$ cat config.mk
export PLATFORM = sky130hd
export DESIGN_NAME = pacman_mover
export DESIGN_NICKNAME = d
export VERILOG_FILES = /design/src/rtl/pacman_pkg.sv /design/src/rtl/pacman_mover_turn_buffer.sv /design/src/rtl/pacman_mover.sv
export SDC_FILE = /design/constraint.sdc
export NUM_CORES = 1
export LEC_CHECK = 0
export BUFFER_PORTS_ARGS = -buffer_cell sky130_fd_sc_hd__buf_4
export CORE_UTILIZATION = 45
export CTS_CLUSTER_DIAMETER = 200
export DETAILED_ROUTE_END_ITERATION = 7
export PLACE_DENSITY = 0.66
export REMOVE_ABC_BUFFERS = 1
export SLEW_MARGIN = 0
export SYNTH_ARGS = -nofsm -noshare
export SYNTH_HDL_FRONTEND = slang
export SYNTH_SLANG_ARGS = --single-unit
$ cat constraint.sdc
create_clock -name Clk -period 3.8 [get_ports Clk]
set_input_delay 0.38 -clock Clk [delete_from_list [all_inputs] [get_ports Clk]]
set_output_delay 0.38 -clock Clk [all_outputs]
set_load 0.01 [all_outputs]
$ cat src/rtl/pacman_pkg.sv
// rtl/pacman_pkg.sv - shared types and keycode constants for the sprite mover
package pacman_pkg;

    typedef enum logic [2:0] {
        DIR_NONE,
        DIR_LEFT,
        DIR_RIGHT,
        DIR_UP,
        DIR_DOWN
    } dir_t;

    typedef enum logic [1:0] {
        IDLE,
        Q_PEND,
        Q_CUR,
        MOVE
    } mover_state_t;

    localparam logic [7:0] KEY_LEFT  = 8'h04;
    localparam logic [7:0] KEY_RIGHT = 8'h07;
    localparam logic [7:0] KEY_DOWN  = 8'h16;
    localparam logic [7:0] KEY_UP    = 8'h1A;

    function automatic dir_t key_to_dir(input logic [7:0] key);
        case (key)
            KEY_LEFT:  return DIR_LEFT;
            KEY_RIGHT: return DIR_RIGHT;
            KEY_DOWN:  return DIR_DOWN;
            KEY_UP:    return DIR_UP;
            default:   return DIR_NONE;
        endcase
    endfunction

endpackage

$ cat src/rtl/pacman_mover_turn_buffer.sv
// rtl/pacman_mover_turn_buffer.sv - latches a pre-turn request that expires after PEND_FRAMES frames
module turn_buffer
    import pacman_pkg::*;
#(
    parameter int PEND_FRAMES = 8
) (
    input  logic       clk,
    input  logic       reset,
    input  logic       frame_tick,
    input  logic [7:0] keycode,
    input  logic       clear,
    output dir_t       pend_dir
);

    localparam int AW = $clog2(PEND_FRAMES + 1);

    dir_t          pend_dir_q, pend_dir_d;
    logic [AW-1:0] age_q, age_d;
    dir_t          key_dir;

    always_comb begin
        key_dir    = key_to_dir(keycode);
        pend_dir_d = pend_dir_q;
        age_d      = age_q;
        // a fresh key re-arms the request even on a tick or an accepted turn
        if (key_dir != DIR_NONE) begin
            pend_dir_d = key_dir;
            age_d      = AW'(PEND_FRAMES);
        end else if (clear) begin
            pend_dir_d = DIR_NONE;
            age_d      = '0;
        end else if (frame_tick && (age_q != '0)) begin
            age_d = age_q - 1'b1;
            if (age_q == AW'(1)) begin
                pend_dir_d = DIR_NONE;
            end
        end
    end

    always_ff @(posedge clk) begin
        if (reset) begin
            pend_dir_q <= DIR_NONE;
            age_q      <= '0;
        end else begin
            pend_dir_q <= pend_dir_d;
            age_q      <= age_d;
        end
    end

    assign pend_dir = pend_dir_q;

endmodule

$ cat src/rtl/pacman_mover.sv
// rtl/pacman_mover.sv - sprite mover: wall-probed turns, gliding, border clamp and side tunnel
module pacman_mover
    import pacman_pkg::*;
#(
    parameter int X_CENTER    = 202,
    parameter int Y_CENTER    = 253,
    parameter int X_MIN       = 7,
    parameter int X_MAX       = 396,
    parameter int Y_MIN       = 7,
    parameter int Y_MAX       = 440,
    parameter int SIZE        = 13,
    parameter int STEP        = 1,
    parameter int PEND_FRAMES = 8,
    parameter int ACK_TIMEOUT = 15,
    parameter int TUNNEL_EN   = 1,
    parameter int TUNNEL_Y    = 253
) (
    input  logic       Clk,
    input  logic       Reset,
    input  logic       frame_tick,
    input  logic [7:0] keycode,
    output logic       wall_req,
    output logic [9:0] wall_qx,
    output logic [9:0] wall_qy,
    input  logic       wall_ack,
    input  logic       wall_hit,
    output logic [9:0] BallX,
    output logic [9:0] BallY,
    output logic [9:0] BallS,
    output logic [3:0] last_dirX,
    output logic [3:0] last_dirY,
    output logic       moving,
    output logic       overrun
);

    localparam int            TW     = $clog2(ACK_TIMEOUT + 1);
    localparam logic [TW-1:0] T_LAST = TW'(ACK_TIMEOUT - 1);
    localparam logic [9:0]    SZ     = 10'(SIZE);
    localparam logic [9:0]    ST     = 10'(STEP);
    localparam logic [9:0]    X_LO   = 10'(X_MIN + SIZE);
    localparam logic [9:0]    X_HI   = 10'(X_MAX - SIZE);
    localparam logic [9:0]    Y_LO   = 10'(Y_MIN + SIZE);
    localparam logic [9:0]    Y_HI   = 10'(Y_MAX - SIZE);

    mover_state_t  state_q, state_d;
    dir_t          cur_q, cur_d, try_q, try_d, pend_dir, probe_dir;
    logic [9:0]    x_q, x_d, y_q, y_d, qx_q, qx_d, qy_q, qy_d;
    logic [3:0]    ldx_q, ldx_d, ldy_q, ldy_d;
    logic [TW-1:0] timer_q, timer_d;
    logic          req_q, req_d, overrun_q, overrun_d, clear;
    logic          resp_valid, resp_hit, tunnel_row;

    turn_buffer #(.PEND_FRAMES(PEND_FRAMES)) u_turn_buffer (
        .clk       (Clk),
        .reset     (Reset),
        .frame_tick(frame_tick),
        .keycode   (keycode),
        .clear     (clear),
        .pend_dir  (pend_dir)
    );

    // an unanswered probe is resolved as a wall once the timeout elapses
    assign resp_valid = wall_ack || (timer_q == T_LAST);
    assign resp_hit   = wall_hit || !wall_ack;
    assign tunnel_row = (TUNNEL_EN != 0) && (y_q == 10'(TUNNEL_Y));

    always_ff @(posedge Clk) begin
        if (Reset) begin
            state_q   <= IDLE;
            cur_q     <= DIR_NONE;
            try_q     <= DIR_NONE;
            x_q       <= 10'(X_CENTER);
            y_q       <= 10'(Y_CENTER);
            qx_q      <= '0;
            qy_q      <= '0;
            ldx_q     <= '0;
            ldy_q     <= '0;
            timer_q   <= '0;
            req_q     <= 1'b0;
            overrun_q <= 1'b0;
        end else begin
            state_q   <= state_d;
            cur_q     <= cur_d;
            try_q     <= try_d;
            x_q       <= x_d;
            y_q       <= y_d;
            qx_q      <= qx_d;
            qy_q      <= qy_d;
            ldx_q     <= ldx_d;
            ldy_q     <= ldy_d;
            timer_q   <= timer_d;
            req_q     <= req_d;
            overrun_q <= overrun_d;
        end
    end

    always_comb begin
        state_d = state_q;
        case (state_q)
            IDLE: if (frame_tick) begin
                if ((pend_dir != DIR_NONE) && (pend_dir != cur_q)) state_d = Q_PEND;
                else if (cur_q != DIR_NONE)                       state_d = Q_CUR;
            end
            Q_PEND: if (resp_valid) begin
                if (!resp_hit)               state_d = MOVE;
                else if (cur_q != DIR_NONE)  state_d = Q_CUR;
                else                         state_d = IDLE;
            end
            Q_CUR: if (resp_valid) state_d = resp_hit ? IDLE : MOVE;
            default: state_d = IDLE;
        endcase
    end

    always_comb begin
        cur_d     = cur_q;
        try_d     = try_q;
        x_d       = x_q;
        y_d       = y_q;
        qx_d      = qx_q;
        qy_d      = qy_q;
        ldx_d     = ldx_q;
        ldy_d     = ldy_q;
        clear     = 1'b0;
        req_d     = (state_d == Q_PEND) || (state_d == Q_CUR);
        timer_d   = ((state_d != state_q) || !req_q) ? '0 : timer_q + 1'b1;
        overrun_d = frame_tick && (state_q != IDLE);
        probe_dir = (state_d == Q_PEND) ? pend_dir : cur_q;

        // probe point is captured once per Q_ state so it stays stable under wall_req
        if (req_d && (state_d != state_q)) begin
            try_d = probe_dir;
            qx_d  = x_q;
            qy_d  = y_q;
            case (probe_dir)
                DIR_LEFT:  qx_d = x_q - SZ - ST;
                DIR_RIGHT: qx_d = x_q + SZ + ST;
                DIR_UP:    qy_d = y_q - SZ - ST;
                DIR_DOWN:  qy_d = y_q + SZ + ST;
                default:   ;
            endcase
        end

        case (state_q)
            Q_PEND: if (resp_valid && !resp_hit) begin
                cur_d = try_q;
                clear = 1'b1;
            end
            Q_CUR: if (resp_valid && resp_hit) cur_d = DIR_NONE;
            MOVE: begin
                ldx_d = 4'd2;
                ldy_d = 4'd2;
                case (cur_q)
                    DIR_LEFT: begin
                        ldx_d = 4'd1;
                        if (x_q >= X_LO + ST) x_d = x_q - ST;
                        else if (tunnel_row)  x_d = X_HI;
                        else begin x_d = X_LO; cur_d = DIR_NONE; end
                    end
                    DIR_RIGHT: begin
                        ldx_d = 4'd3;
                        if (x_q + ST <= X_HI) x_d = x_q + ST;
                        else if (tunnel_row)  x_d = X_LO;
                        else begin x_d = X_HI; cur_d = DIR_NONE; end
                    end
                    DIR_UP: begin
                        ldy_d = 4'd1;
                        if (y_q >= Y_LO + ST) y_d = y_q - ST;
                        else begin y_d = Y_LO; cur_d = DIR_NONE; end
                    end
                    DIR_DOWN: begin
                        ldy_d = 4'd3;
                        if (y_q + ST <= Y_HI) y_d = y_q + ST;
                        else begin y_d = Y_HI; cur_d = DIR_NONE; end
                    end
                    default: ;
                endcase
            end
            default: ;
        endcase
    end

    assign wall_req  = req_q;
    assign wall_qx   = qx_q;
    assign wall_qy   = qy_q;
    assign BallX     = x_q;
    assign BallY     = y_q;
    assign BallS     = SZ;
    assign last_dirX = ldx_q;
    assign last_dirY = ldy_q;
    assign moving    = (cur_q != DIR_NONE);
    assign overrun   = overrun_q;

endmodule

==> run metrics <==
outcome=completed; Startpoint Class=flip-flop; Post-DRT Antenna Nets=0; # DRC=0; Synthesis Warnings=0; Crit Reg-Reg Startpoint=u_turn_buffer.pend_dir[2]; Initial Util=46.4%; asr flop ratio synth=0%; sequential share of the synthesized area=27.3%; Worst-Skew Late Latency=0.36 ns; via count=4827; # IOs=74; share of cells above drive strength 1=15.2%; CP Max Fanout=11; endpoints failing setup=0; Distinct cells, synth=74; max-slew violations=0; GP Congestion=0.874; required time of the critical path=4.10 ns; Primary FF master, synth=dfxtp_1; skew final=0.0164 ns; Critical Path End=wall_qy[7]; Iteration-0 DRC Markers=444; root buf cell=clkbuf_8; leakage=0.00211 uW; crit path time final=3.55 ns; Cell Rows=37; initial antenna violation count=0; Tcrit/Tclk final=93.5%; Crit path max-delay family=simple AND/OR/NAND/NOR gates; Sequential Area=1300 um^2; worst path bufs/invs=0; Cells after Synth=623; Area Overhead vs Synth=14.9%; largest net degree at the start of global routing=53; Die X-Extent=105 um; crit-path cells=xor2_1 -> o311a_1 -> a2111o_1 -> o31a_1 -> ha_1 -> nor4bb_1 -> or2_2 -> a211oi_1 -> nor4_1 -> mux2i_1 -> nor2_1; unrepaired setup endpoints after global routing=no; multi-input combinational cell area=3150 um^2; CP Class=reg2reg; CTS max path bufs=2; setup TNS=0 ns; dpl hpwl=9160 um; Crit. path cell count=11; setup bufs post-CTS=0; clock slew at reported path FFs=0.08 ns; CP Capture Type=flip-flop; hold slack=0.321 ns; CTS buffer count=9; maximum vdd drop=0.178 mV; Clock Sinks=65; Worst EP arrival=3.85 ns; Setup crit start=u_turn_buffer.pend_dir[2]; die area=11000 um^2; vias in the first global route=4353; I/O Buffers=59; worst reg2reg path depth=11; r2r setup slk=0.25 ns; syn avg cell area=7.65 um^2; CP max stage delay=0.56 ns; hold buffers post-CTS=0; slowest CP cell=nor4bb_1; filler cell count=1028; Post-synth EDFFs=0; global-route wire length before repair=21800 um; slew at the pin with the worst max-slew slack=0.840 ns; hold crit path type=in2reg; Global Route Usage Sum=24.3%; DRT Wirelength=13300 um; Cell Pwr Density=301 nW/um^2; max_cap viols=0; clock tree from TritonCTS=yes; Reg-to-Reg End=wall_qy[7]; htree depth=3; fmax=0.282 GHz; post-CTS sizing=0; post-layout util=53.3%; Die Span Y=105 um; gr ovfl total=0; via-per-instance ratio=6.07; Syn Std Cell Area=4770 um^2; Core Footprint=10300 um^2; Final Hold Vio Count=0; number of synthesized register bits=65; TritonRoute pass-1 iters=5; drt wl/cell=16.7 um; slew margin rel.=43.6%; NumNets Final=684; Antenna diodes=0
[cell usage after synthesis, drive strengths merged, types with 4 or more instances]
cell / count / area share (%)
xor2: 17 / 3.1
xnor2: 15 / 2.8
and3: 6 / 0.79
nand3: 28 / 2.9
ha: 17 / 4.5
dfxtp: 65 / 27
o22ai: 8 / 1.0
a31oi: 14 / 2.0
nor4bb: 4 / 0.84
o211a: 5 / 1.0
a221oi: 4 / 0.87
a22oi: 5 / 0.79
or3: 5 / 0.66
nor4b: 5 / 0.92
nand4: 7 / 0.92
mux2i: 20 / 4.2
nor3b: 6 / 0.94
clkbuf: 26 / 2.0
inv: 20 / 1.6
and2: 4 / 0.52
nand2b: 7 / 0.92
buf: 34 / 4.5
nor4: 7 / 1.0
a21oi: 27 / 2.9
nor2: 65 / 5.1
o21ai: 42 / 4.4
nand2: 56 / 4.4
nor3: 17 / 1.8
a211oi: 14 / 2.2
o211ai: 9 / 1.5
[cell families after synthesis]
group	share of synthesized area, %
AO/OA/AOI/OAI	24.5
AND/OR/NAND/NOR	25.1
adder cells (fa/ha/maj)	4.46
buffers and inverters	8.16
other	0.158
flip-flops	27.3
multiplexers	4.44
XOR/XNOR	5.88
[placed cells by master (no fill, tap or decap), types with 14 or more instances in the layout]
master    netlist  routed
nor2_1         65      65
a211oi_1       14      14
xnor2_1        15      15
inv_1          20      20
mux2i_1        20      20
o21ai_0        42      42
buf_4          20      68
a21oi_1        26      26
dfxtp_1        65      65
nor3_1         17      17
nand3_1        28      28
nand2_1        56      56
xor2_1         17      17
conb_1          2      14
ha_1           17      17
[layout make-up]
| cell class | count | share of cell area (%) |
|---|---|---|
| clock buffers | 9 | 2.26 |
| clock inverters | 7 | 2.60 |
| inverters | 20 | 1.37 |
| multi-input cells | 490 | 57.6 |
| flip-flops and latches | 65 | 23.8 |
| well taps | 136 | 3.11 |
| repair buffers | 68 | 9.32 |
[report_power, final]
part	switching [uW]	internal, uW	leakage, uW
Clock	308	503	0.000133
Combinational	75.9	51.1	0.00145
Sequential	13.4	696	0.000524
[state kept, by name, indices dropped and copies added, names as in the netlist, 2 cells and up]
name	flops
BallX	10
BallY	10
cur_q	3
last_dirX	2
last_dirY	2
state_q	2
timer_q	4
try_q	3
u_turn_buffer.age_q	4
u_turn_buffer.pend_dir	3
wall_qx	10
wall_qy	10
[worst min path at each step]
| stage | slack [ns] | depth (start not counted) | startpoint | end |
|---|---|---|---|---|
| after floorplan | 0.43 | 1 | timer_q[0] | timer_q[0] |
| after global placement | 0.44 | 1 | timer_q[0] | timer_q[0] |
| after detailed placement | 0.45 | 1 | timer_q[0] | timer_q[0] |
| after CTS | 0.31 | 2 | frame_tick | overrun |
| after global routing | 0.32 | 2 | frame_tick | overrun |
| final | 0.32 | 2 | frame_tick | overrun |
[per-layer routing]
layer / share of wire (%) / wire length, um / global-route usage, %
met1: 46 / 6050 / 33.7
met2: 45 / 6010 / 37.3
met3: 6.7 / 892 / 3.56
met4: 2.4 / 321 / 10.7
met5: 0 / 0 / 0
[through the flow]
step | area [um^2] | std cells | worst slack (ns) | total power (uW)
2_1_floorplan | 4500 | 575 | 0.465 | 810
3_3_place_gp | 5190 | 779 | 0.464 | 846
5_1_grt | 5480 | 795 | 0.00811 | 1700
4_1_cts | 5450 | 795 | 0.265 | 1650
3_5_place_dp | 5190 | 779 | 0.320 | 852
6_report | 5480 | 795 | 0.249 | 1650
[worst reg2reg max path: stages, from the launching register on]
cell and delay (ns):
dfxtp_1 0.49, xor2_1 0.13, o311a_1 0.39, a2111o_1 0.42, o31a_1 0.16, ha_1 0.35, nor4bb_1 0.56, or2_2 0.25
a211oi_1 0.07, nor4_1 0.44, mux2i_1 0.13, nor2_1 0.09
(Power assumes the default switching activity.)
